==> src/rtl/mips789_defs.sv <==
// Shared definitions for the data-memory path: read-owner encoding and write-enable width.
package mips789_defs;

   localparam int WE_W = 4;

   typedef enum logic [1:0] {
      OWN_NONE = 2'd0,
      OWN_CPU  = 2'd1,
      OWN_EXT  = 2'd2
   } rd_own_e;

endpackage

==> src/rtl/dmem_rd_router.sv <==
// Tracks which requester owns each in-flight RAM read and steers the returning data to it.
// Returns appear RD_LAT cycles after the grant; both returns are forced to 0 while rst is high.
module dmem_rd_router
   import mips789_defs::*;
#(
   parameter int RD_LAT = 1
) (
   input  logic        clk,
   input  logic        rst,
   input  logic        i_cpu_rd,
   input  logic        i_ext_rd,
   input  logic [31:0] i_ram_rdata,
   output logic        o_c_rvalid,
   output logic [31:0] o_c_rdata,
   output logic        o_x_rvalid,
   output logic [31:0] o_x_rdata
);

   rd_own_e r_rd_own [RD_LAT];
   rd_own_e w_own_nxt;
   rd_own_e w_rd_own;

   always_comb begin
      w_own_nxt = OWN_NONE;
      if (i_cpu_rd)
         w_own_nxt = OWN_CPU;
      else if (i_ext_rd)
         w_own_nxt = OWN_EXT;
   end

   // Each stage carries its own owner, so alternating back-to-back reads need no bubble.
   always_ff @(posedge clk) begin
      if (rst) begin
         for (int i = 0; i < RD_LAT; i++)
            r_rd_own[i] <= OWN_NONE;
      end else begin
         r_rd_own[0] <= w_own_nxt;
         for (int i = 1; i < RD_LAT; i++)
            r_rd_own[i] <= r_rd_own[i-1];
      end
   end

   assign w_rd_own   = r_rd_own[RD_LAT-1];
   assign o_c_rvalid = ~rst & (w_rd_own == OWN_CPU);
   assign o_x_rvalid = ~rst & (w_rd_own == OWN_EXT);
   assign o_c_rdata  = o_c_rvalid ? i_ram_rdata : 32'h0;
   assign o_x_rdata  = o_x_rvalid ? i_ram_rdata : 32'h0;

endmodule

==> src/rtl/dmem_arbiter.sv <==
// Shares one data-RAM port between the CPU memory stage and an external requester; grants are same-cycle.
// Default: CPU priority with starvation override. Define DMEM_ARB_RR_EN for round-robin on contention.
module dmem_arbiter
   import mips789_defs::*;
#(
   parameter int STARVE_LIM = 8,
   parameter int RD_LAT     = 1
) (
   input  logic            clk,
   input  logic            rst,
   input  logic            c_req,
   input  logic [31:0]     c_addr,
   input  logic [WE_W-1:0] c_wr_en,
   input  logic [31:0]     c_dout,
   output logic            c_pause,
   output logic            c_rvalid,
   output logic [31:0]     c_rdata,
   input  logic            x_req,
   input  logic [31:0]     x_addr,
   input  logic [WE_W-1:0] x_wr_en,
   input  logic [31:0]     x_dout,
   output logic            x_gnt,
   output logic            x_rvalid,
   output logic [31:0]     x_rdata,
   output logic [31:0]     Zz_addr,
   output logic [31:0]     Zz_dout,
   output logic [WE_W-1:0] Zz_wr_en,
   input  logic [31:0]     zZ_din
);

   localparam int CNT_W = $clog2(STARVE_LIM + 1);

   logic [CNT_W-1:0] r_starve_cnt;
   logic             w_cpu_gnt;
   logic             w_ext_gnt;
   logic             w_starved;

`ifdef DMEM_ARB_RR_EN
   rd_own_e r_last_gnt;

   always_ff @(posedge clk) begin
      if (rst)
         r_last_gnt <= OWN_EXT;
      else if (w_cpu_gnt)
         r_last_gnt <= OWN_CPU;
      else if (w_ext_gnt)
         r_last_gnt <= OWN_EXT;
   end
`endif

   assign w_starved = (r_starve_cnt == CNT_W'(STARVE_LIM));

   always_comb begin
      w_cpu_gnt = 1'b0;
      w_ext_gnt = 1'b0;
      if (!rst) begin
         if (c_req && x_req) begin
`ifdef DMEM_ARB_RR_EN
            if (r_last_gnt == OWN_CPU)
               w_ext_gnt = 1'b1;
            else
               w_cpu_gnt = 1'b1;
`else
            if (w_starved)
               w_ext_gnt = 1'b1;
            else
               w_cpu_gnt = 1'b1;
`endif
         end else begin
            w_cpu_gnt = c_req;
            w_ext_gnt = x_req;
         end
      end
   end

   assign c_pause  = c_req & ~w_cpu_gnt;
   assign x_gnt    = x_req & w_ext_gnt;
   // Idle cycles still present the CPU address/data; only the write strobe is suppressed.
   assign Zz_addr  = w_ext_gnt ? x_addr : c_addr;
   assign Zz_dout  = w_ext_gnt ? x_dout : c_dout;
   assign Zz_wr_en = w_ext_gnt ? x_wr_en : (w_cpu_gnt ? c_wr_en : '0);

   always_ff @(posedge clk) begin
      if (rst)
         r_starve_cnt <= '0;
      else if (x_req && !x_gnt)
         r_starve_cnt <= w_starved ? r_starve_cnt : r_starve_cnt + 1'b1;
      else
         r_starve_cnt <= '0;
   end

   dmem_rd_router #(
      .RD_LAT (RD_LAT)
   ) u_rd_router (
      .clk         (clk),
      .rst         (rst),
      .i_cpu_rd    (w_cpu_gnt & (c_wr_en == '0)),
      .i_ext_rd    (w_ext_gnt & (x_wr_en == '0)),
      .i_ram_rdata (zZ_din),
      .o_c_rvalid  (c_rvalid),
      .o_c_rdata   (c_rdata),
      .o_x_rvalid  (x_rvalid),
      .o_x_rdata   (x_rdata)
   );

endmodule

==> config.mk <==
export PLATFORM = sky130hd
export DESIGN_NAME = dmem_arbiter
export DESIGN_NICKNAME = d
export VERILOG_FILES = /design/src/rtl/mips789_defs.sv /design/src/rtl/dmem_rd_router.sv /design/src/rtl/dmem_arbiter.sv
export SDC_FILE = /design/constraint.sdc
export NUM_CORES = 1
export LEC_CHECK = 0
export ABC_AREA = 0
export CORE_AREA = 10 10 110 112
export DETAILED_ROUTE_END_ITERATION = 6
export DIE_AREA = 0 0 120 122
export GPL_ROUTABILITY_DRIVEN = 0
export PLACE_DENSITY_LB_ADDON = 0.08
export SYNTH_ARGS = -nofsm -noshare
export SYNTH_HDL_FRONTEND = slang
export SYNTH_SLANG_ARGS = --single-unit
==> constraint.sdc <==
create_clock -name clk -period 2.6 [get_ports clk]
set_clock_uncertainty 0.05 [all_clocks]
set_input_delay 0.52 -clock clk [delete_from_list [all_inputs] [get_ports clk]]
set_output_delay 0.52 -clock clk [all_outputs]
set_load 0.1 [all_outputs]
* Yosys cells after proc, flatten, opt, wreduce, memory -nomap -nowiden
Memories as Yosys holds them, arrays and structs flattened. Cells that the tools add are included. Widths: inputs -> output; s select.
Storage, ports and cells: output and inout port bits 136, bits in read-only memories 0, flip-flop bits (word level) 4, memories kept 1, memory bits (writable) 2, logic and storage cells 41, bits in latches 0
Cells by class: $mul 0, $add $sub $neg 1, bitwise operators 9, multiplexer cells 19, equality and inequality tests 3, shift-type cells 0, $lt $le $gt $ge 0, reductions and logical operators 7, div/mod/pow operators 0
Memories:
- u_rd_router.r_rd_own | depth 1, width 2, rd ports 1, clocked after Yosys merged registers in 0, write ports 1, RTL line dmem_rd_router.sv:19 | rd_own_e r_rd_own [RD_LAT];
Operators with widths (number):
- $mux 32 | 4
- $mux 1 | 10
- $logic_not 4->1 | 2
- $mux 4 | 2
- $and 1x1->1 | 6
- $mux 2 | 3
- $add 4x1->4 const B | 1
- $eq 4x4->1 const B | 1
- $reduce_or 2->1 | 2
- $not 1->1 | 3
- $eq 2x1->1 const B | 1
- $eq 2x2->1 const B | 1
- $logic_and 1x1->1 | 2
- $logic_not 1->1 | 1

* Depth between registers and ports, before layout
Gate-level depths: netlist of the first run.
word-level depth 9, gate-level depth with buffers 6, mapped depth without buffers 5

* Modules after synthesis
From an unflattened synthesis of the first run, not the netlist that was laid out.
Second synthesis, totals: cell total of the unflattened synthesis 194, area, all modules 2058.2 um^2
Modules (own cells, without submodules):
- dmem_arbiter | area an instance 1088.5 um^2, cells an instance 103, times used 1
- dmem_rd_router | area an instance 969.7 um^2, cells an instance 91, times used 1

* Worst setup path before layout of the first run
No wires, ideal clock.
path type input -> output, start point in rst, end point out c_rdata[20], setup slack -0.726 ns, arrival 2.756 ns, stages 3, data required time 2.030 ns, buffers on the path 1, cells stage by stage nor3b_1 -> clkbuf_1 -> and2_1
On the way: longest elaborated chain between the ends 3
Ends and longest elaborated chain:
- start: declaration | RTL line dmem_arbiter.sv:10 | input logic rst,
- $not 1->1 | RTL line dmem_rd_router.sv:44 | assign o_c_rvalid = ~rst & (w_rd_own == OWN_CPU);
- $and 1x1->1 | RTL line dmem_rd_router.sv:44
- via c_rvalid | RTL line dmem_arbiter.sv:16 | output logic c_rvalid,
- $mux 32 | RTL line dmem_rd_router.sv:46 | assign o_c_rdata = o_c_rvalid ? i_ram_rdata : 32'h0;
- end: declaration | RTL line dmem_arbiter.sv:17 | output logic [31:0] c_rdata,
The timed path passes the listed nets, and every way through them passes these cells.

* Final worst setup path of the first run
start point reg r_starve_cnt[1], end point out Zz_dout[29]
On the way: longest elaborated chain between the ends 5
Ends and longest elaborated chain:
- start: declaration | RTL line dmem_arbiter.sv:33 | logic [CNT_W-1:0] r_starve_cnt;
- start signal: assignment | RTL line dmem_arbiter.sv:87 | r_starve_cnt <= w_starved ? r_starve_cnt : r_starve_cnt + 1'b1;
- $eq 4x4->1 | RTL line dmem_arbiter.sv:51 | assign w_starved = (r_starve_cnt == CNT_W'(STARVE_LIM));
- $mux 1 | RTL line dmem_arbiter.sv:64 | if (w_starved)
- $mux 1 | RTL line dmem_arbiter.sv:57 | if (c_req && x_req) begin
- $mux 1 | RTL line dmem_arbiter.sv:56 | if (!rst) begin
- $mux 32 | RTL line dmem_arbiter.sv:80 | assign Zz_dout = w_ext_gnt ? x_dout : c_dout;
- end: declaration | RTL line dmem_arbiter.sv:26 | output logic [31:0] Zz_dout,
No other way between the ends.

==> results.yml, run 1 <==
route:
  drt_iter0_drc: 68
  drcViolationCount: 0
  vias: 2602
  drt-vias-per-instance: 4.15
  routed_wl_microns: 14500
  ant_nets: 0
  drtPass1Iterations: 3
  wire_per_inst_microns: 23.1
layout:
  finish.utilization_pct: 65.0
  layout-drive-gt1-share_pct: 49.6
  area_growth_pct: 327
  final_common_cell: "clkdlybuf4s50_1"
  finalNetCount: 666
  fillers: 779
  final_area_sq_um: 6530
  mostFrequentLayoutCells: "168 x clkdlybuf4s50_1, 140 x buf_12, 48 x and2_1"
flow_run:
  drv_cap: 0
clock_network:
  clockRootBuffer: "clkbuf_8"
  cts_tree: "built"
  cts_sinks: 6
  worst_setup_hold_path_clk_slew_ns: 0.03
  clock_path_buffers: 2
  cts_hold_buf: 0
  clock_latency_ns: 0.22
  cts_max_level: 1
  cts_made_buffers: 3
critical_path:
  path_max_fanout: 10
  r2r-start: "r_starve_cnt[1]"
  r2r.worst_path.cells: 7
  r2r_end: "u_rd_router.r_rd_own[0][1]"
  rrSetupSlack_ns: 1.11
  endpoint: "Zz_dout[29]"
  crit_path_start: "r_starve_cnt[1]"
  crit_arrival_ns: 2.02
  critPathLaunchType: "flip-flop"
  critPathRequiredTime_ns: 2.03
  end_kind: "output port"
  worstSetupPathType: "flip-flop to output port"
power:
  power_density_nw_per_um2: 253
  vdd_drop_max_mv: 0.176
  power_mw: 1.65
  netSwitchingPower_mw: 0.821
  p_seq_share_pct: 5.7
  clockPowerShare_pct: 8.2
  pwr-share-comb_pct: 86.1
  p_leak_nw: 2.69
  swShare_pct: 49.7
  p_int_mw: 0.831
place:
  dp_hpwl_microns: 12800
  port_buffers: 307
  placed_cell_area_sq_um: 6200
floorplanning:
  die_area_sq_um: 14600
  die_h_microns: 122
  fp.dieW_microns: 120
  io_pins: 308
  num_rows: 37
  start_util_pct: 15.2
  core_sq_um: 10000
sta:
  slew_violations: 0
  period_share_pct: 99.6
  slew_headroom_pct: 82.8
  hold_viol_final: 0
  period_minus_slack_ns: 2.59
  rsz0062_at_grt: "yes"
  fmax_ghz: 0.386
  worstMarginPinSlew_ns: 0.256
  setup_viol: 0
  hold_slack_ns: 0.388
global_routing:
  antenna_found_initial: 1
  grt_pass1_wl_microns: 19800
  grt_max_degree: 34
  grt_pass1_vias: 2972
  track_usage_pct: 18.1
  grt-ovfl-total: 0
logic_synthesis:
  netlist_instances: 177
  synth.net_count: 351
  synth_area_sq_um: 1530
  seq_area_frac_synth_pct: 7.86
  synth.avg_cell_area_sq_um: 8.63
  synth_warnings: 0
  synth-seq-cells: 6
  netlist-cell-type-count: 21
min_path:
  hold_path.class: "flip-flop to flip-flop"
outcome:
  status: "completed"
-- cells by family after synthesis --
family          synth area share (%)
xor+xnor                        1.15
buf+inv                         6.14
simple gates                    32.0
mux                             47.2
fa+ha+maj                       1.64
flops                           7.86
compound gates                  4.01
-- worst min-delay path by stage --
stage                     slack [ns]  depth (start not counted)               to       startpoint
after floorplan                 0.40                          1  r_starve_cnt[0]  r_starve_cnt[0]
after global placement          0.41                          1  r_starve_cnt[0]  r_starve_cnt[0]
after detailed placement        0.42                          1  r_starve_cnt[0]  r_starve_cnt[0]
after CTS                       0.44                          1  r_starve_cnt[0]  r_starve_cnt[0]
after global routing            0.40                          1  r_starve_cnt[0]  r_starve_cnt[0]
final                           0.39                          1  r_starve_cnt[0]  r_starve_cnt[0]
-- area by class of cell --
| class | instances | area, sq um | area share [%] |
|---|---|---|---|
| Timing Repair Buffer | 323 | 4720 | 72.3 |
| Antenna cell | 1 | 2.50 | 0.0383 |
| Multi-Input combinational cell | 153 | 1450 | 22.2 |
| Clock buffer | 3 | 41.3 | 0.633 |
| Sequential cell | 6 | 121 | 1.86 |
| Tap cell | 136 | 170 | 2.61 |
| Inverter | 5 | 18.8 | 0.288 |
-- state kept, by name, summed over array words and instances (netlist names) --
register,count
u_rd_router.r_rd_own,2
r_starve_cnt,4
-- routing by layer --
layer	vias to the layer above	track usage (%)	wire [microns]	share of wire (%)
met5	-	0	0	0
met4	0	3.47	127	0.88
met3	8	11.0	1860	13
met2	140	36.9	8460	58
met1	1213	14.2	4060	28
li1	1241	-	-	-
-- synthesized netlist by cell type --
cell type,count,area share (%)
a21oi_4,1,1.1
a22o_1,4,2.3
and2_1,66,27
buf_4,7,3.4
clkbuf_1,6,1.5
dfxtp_1,6,7.9
ha_1,2,1.6
inv_1,5,1.2
mux2_1,24,18
mux2_2,40,29
nand2_1,1,0.25
nand2b_1,1,0.41
nand3_1,1,0.33
nand3b_1,1,0.49
nor2b_1,1,0.41
nor3_1,4,1.3
nor3b_1,2,0.98
nor4_1,2,0.82
o211a_1,1,0.66
xnor2_1,1,0.57
xor2_1,1,0.57
-- timing repair --
action / CTS / global route
buffers inserted: 3 / 0
gates resized for setup: 19 / 31
setup endpoints to repair: 64 / 55
cloned: 3 / 3
pin swaps: 1 / 0
-- power groups by stage --
| stage | sequential, mW | clock (mW) | combinational (mW) |
|---|---|---|---|
| detailed placement | 0.0959 | 0 | 1.37 |
| global route | 0.0949 | 0.144 | 1.47 |
| global placement | 0.0958 | 0 | 1.37 |
| finish | 0.0948 | 0.135 | 1.42 |
| CTS | 0.0946 | 0.139 | 1.41 |
| floorplan | 0.0957 | 0 | 0.703 |
-- through the flow --
stage / setup slack [ns] / std cells / TNS [ns]
4_1_cts: 0.0286 / 623 / 0
3_3_place_gp: -0.164 / 614 / -8.65
3_5_place_dp: -0.209 / 614 / -11.09
5_1_grt: -0.0742 / 627 / -2.06
6_report: 0.00949 / 627 / 0
2_1_floorplan: 0.00211 / 177 / 0
-- critical path, stage by stage, from the launching register on --
cell and delay (ns):
dfxtp_1 0.32, inv_1 0.07, ha_1 0.14, nand3b_1 0.16, a21oi_4 0.21, buf_4 0.18, clkbuf_16 0.17, mux2_2 0.36
buf_12 0.17
No activity file was read; power rests on OpenSTA's default activity.
==> run 2, diff against run 1 <==
--- a/config.mk
+++ b/config.mk
@@ -11,6 +11,7 @@
 export DIE_AREA = 0 0 120 122
 export GPL_ROUTABILITY_DRIVEN = 0
 export PLACE_DENSITY_LB_ADDON = 0.08
+export REMOVE_ABC_BUFFERS = 1
 export SYNTH_ARGS = -nofsm -noshare
 export SYNTH_HDL_FRONTEND = slang
 export SYNTH_SLANG_ARGS = --single-unit
==> run 2 against run 1 <==
Non-clock buffer count is 9 higher. Utilization is 1.9 points higher. Highest routed layer unchanged. Hold slack better by 0.087 ns.
==> results.yml, run 2 (synthesized netlist as in run 1, its figures left out) <==
critical_path:
  cp_top_family: "buffers and inverters"
  worstSetupPathType: "flip-flop to output port"
  max_stage_delay_ns: 0.32
  r2r_end: "u_rd_router.r_rd_own[0][1]"
  path_max_fanout: 8
  timing.critical_path.buf_inv: 5
  cpMaxStageDelayCell: "mux2_4"
  end_kind: "output port"
  r2r.worst_path.cells: 9
  cp_cell_sequence: "inv_2, ha_4, nand3b_1, a21oi_4, buf_6, buf_8, clkbuf_16, mux2_4, buf_12"
  path_depth: 9
  r2r-start: "r_starve_cnt[0]"
  critPathRequiredTime_ns: 2.03
  rrSetupSlack_ns: 0.99
  critPathLaunchType: "flip-flop"
  crit_arrival_ns: 2.00
sta:
  worstMarginPinSlew_ns: 0.259
  setup_viol: 0
  slew_headroom_pct: 82.6
  period_share_pct: 99.0
  final.setup.worst_slack_ns: 0.0265
  slew_violations: 0
  tns_ns: 0
  rsz0062_at_grt: "yes"
  fmax_ghz: 0.389
  period_minus_slack_ns: 2.57
  hold_slack_ns: 0.475
  hold_viol_final: 0
layout:
  largest_reg_flops: 4
  finish.utilization_pct: 66.9
  largest_registers: "r_starve_cnt: 4 flops, u_rd_router.r_rd_own: 2 flops"
  top_register: "r_starve_cnt"
  fin_cells: 636
  layout-drive-gt1-share_pct: 47.5
  fillers: 776
  mostFrequentLayoutCells: "168 x clkdlybuf4s50_1, 141 x buf_12, 66 x and2_1"
  finalNetCount: 675
  final_area_sq_um: 6720
  final_common_cell: "clkdlybuf4s50_1"
  area_growth_pct: 340
clock_network:
  clock_latency_ns: 0.22
  cts_made_buffers: 3
  cts_sinks: 6
  cts_hold_buf: 0
  clockRootBuffer: "clkbuf_8"
  worst_setup_hold_path_clk_slew_ns: 0.04
  cts_max_level: 1
  cts_tree: "built"
  clock_path_buffers: 2
place:
  port_buffers: 307
  dp_slack_ns: -0.220
  dp_cells: 618
  dp_hpwl_microns: 13100
  placed_cell_area_sq_um: 6190
flow_run:
  drv_cap: 0
floorplanning:
  io_pins: 308
  die_area_sq_um: 14600
  start_util_pct: 15.2
  num_rows: 37
  core_sq_um: 10000
  fp.dieW_microns: 120
  die_h_microns: 122
min_path:
  holdPathStages: 2
  hold_start: "r_starve_cnt[0]"
  holdPathEnd: "r_starve_cnt[0]"
  hold_path.class: "flip-flop to flip-flop"
power:
  vdd_drop_max_mv: 0.185
  power_mw: 1.69
  p_leak_nw: 2.82
  power_density_nw_per_um2: 252
route:
  wire_per_inst_microns: 23.7
  drt-vias-per-instance: 4.21
  ant_nets: 0
  drt_iter0_drc: 58
  routed_wl_microns: 15100
  vias: 2677
  drtPass1Iterations: 4
  drcViolationCount: 0
outcome:
  status: "completed"
global_routing:
  grt-ovfl-total: 0
  grt_max_degree: 34
  grt_pass1_wl_microns: 20100
  grt_pass1_vias: 2895
  antenna_found_initial: 1
  track_usage_pct: 18.3
run 2: cell count changes in the layout (fill, tap and decap cells not counted), sizes merged:
| cell | delta |
|---|---|
| buf | +8 |
| clkbuf | +1 |
run 2: how the worst max path moves through the flow:
| stage | to | start |
|---|---|---|
| 2_1_floorplan | c_rdata[0] | rst |
| 3_3_place_gp | Zz_addr[8] | rst |
| 3_5_place_dp | Zz_dout[31] | rst |
| 4_1_cts | Zz_addr[9] | rst |
| 5_1_grt | Zz_dout[22] | r_starve_cnt[1] |
| 6_report | Zz_dout[22] | r_starve_cnt[0] |
run 2: cell type report:
type                    count  area [sq um]  area share, %
inverters                   5          18.8          0.279
well taps                 136           170           2.53
diodes                      1          2.50         0.0373
clock buffers               3          41.3          0.615
multi-input cells         153          1530           22.8
flip-flops and latches      6           123           1.83
repair buffers            332          4830           71.9
run 2: power by group:
group	switching [mW]	internal [mW]	total, mW
Combinational	0.794	0.667	1.46
Sequential	0.000735	0.0938	0.0946
Clock	0.0378	0.0993	0.137
run 2: per-layer routing:
metal	routed length, microns	GRT usage (%)
met3	2200	12.2
met5	0	0
met4	50	1.13
met1	4680	15.7
met2	8150	36.0
run 2: timing repair:
| action | CTS | global route |
|---|---|---|
| cloned | 3 | 4 |
| gates resized for setup | 47 | 52 |
| buffers inserted | 7 | 1 |
| endpoints found under the setup margin | 68 | 65 |
| hold endpoints to repair | 0 | 0 |
| pin swaps | 2 | 3 |
run 2: tightest hold or removal path: stages (launching register included):
cell and delay [ns]:
dfxtp_2 0.33, buf_4 0.12, nor3_1 0.04
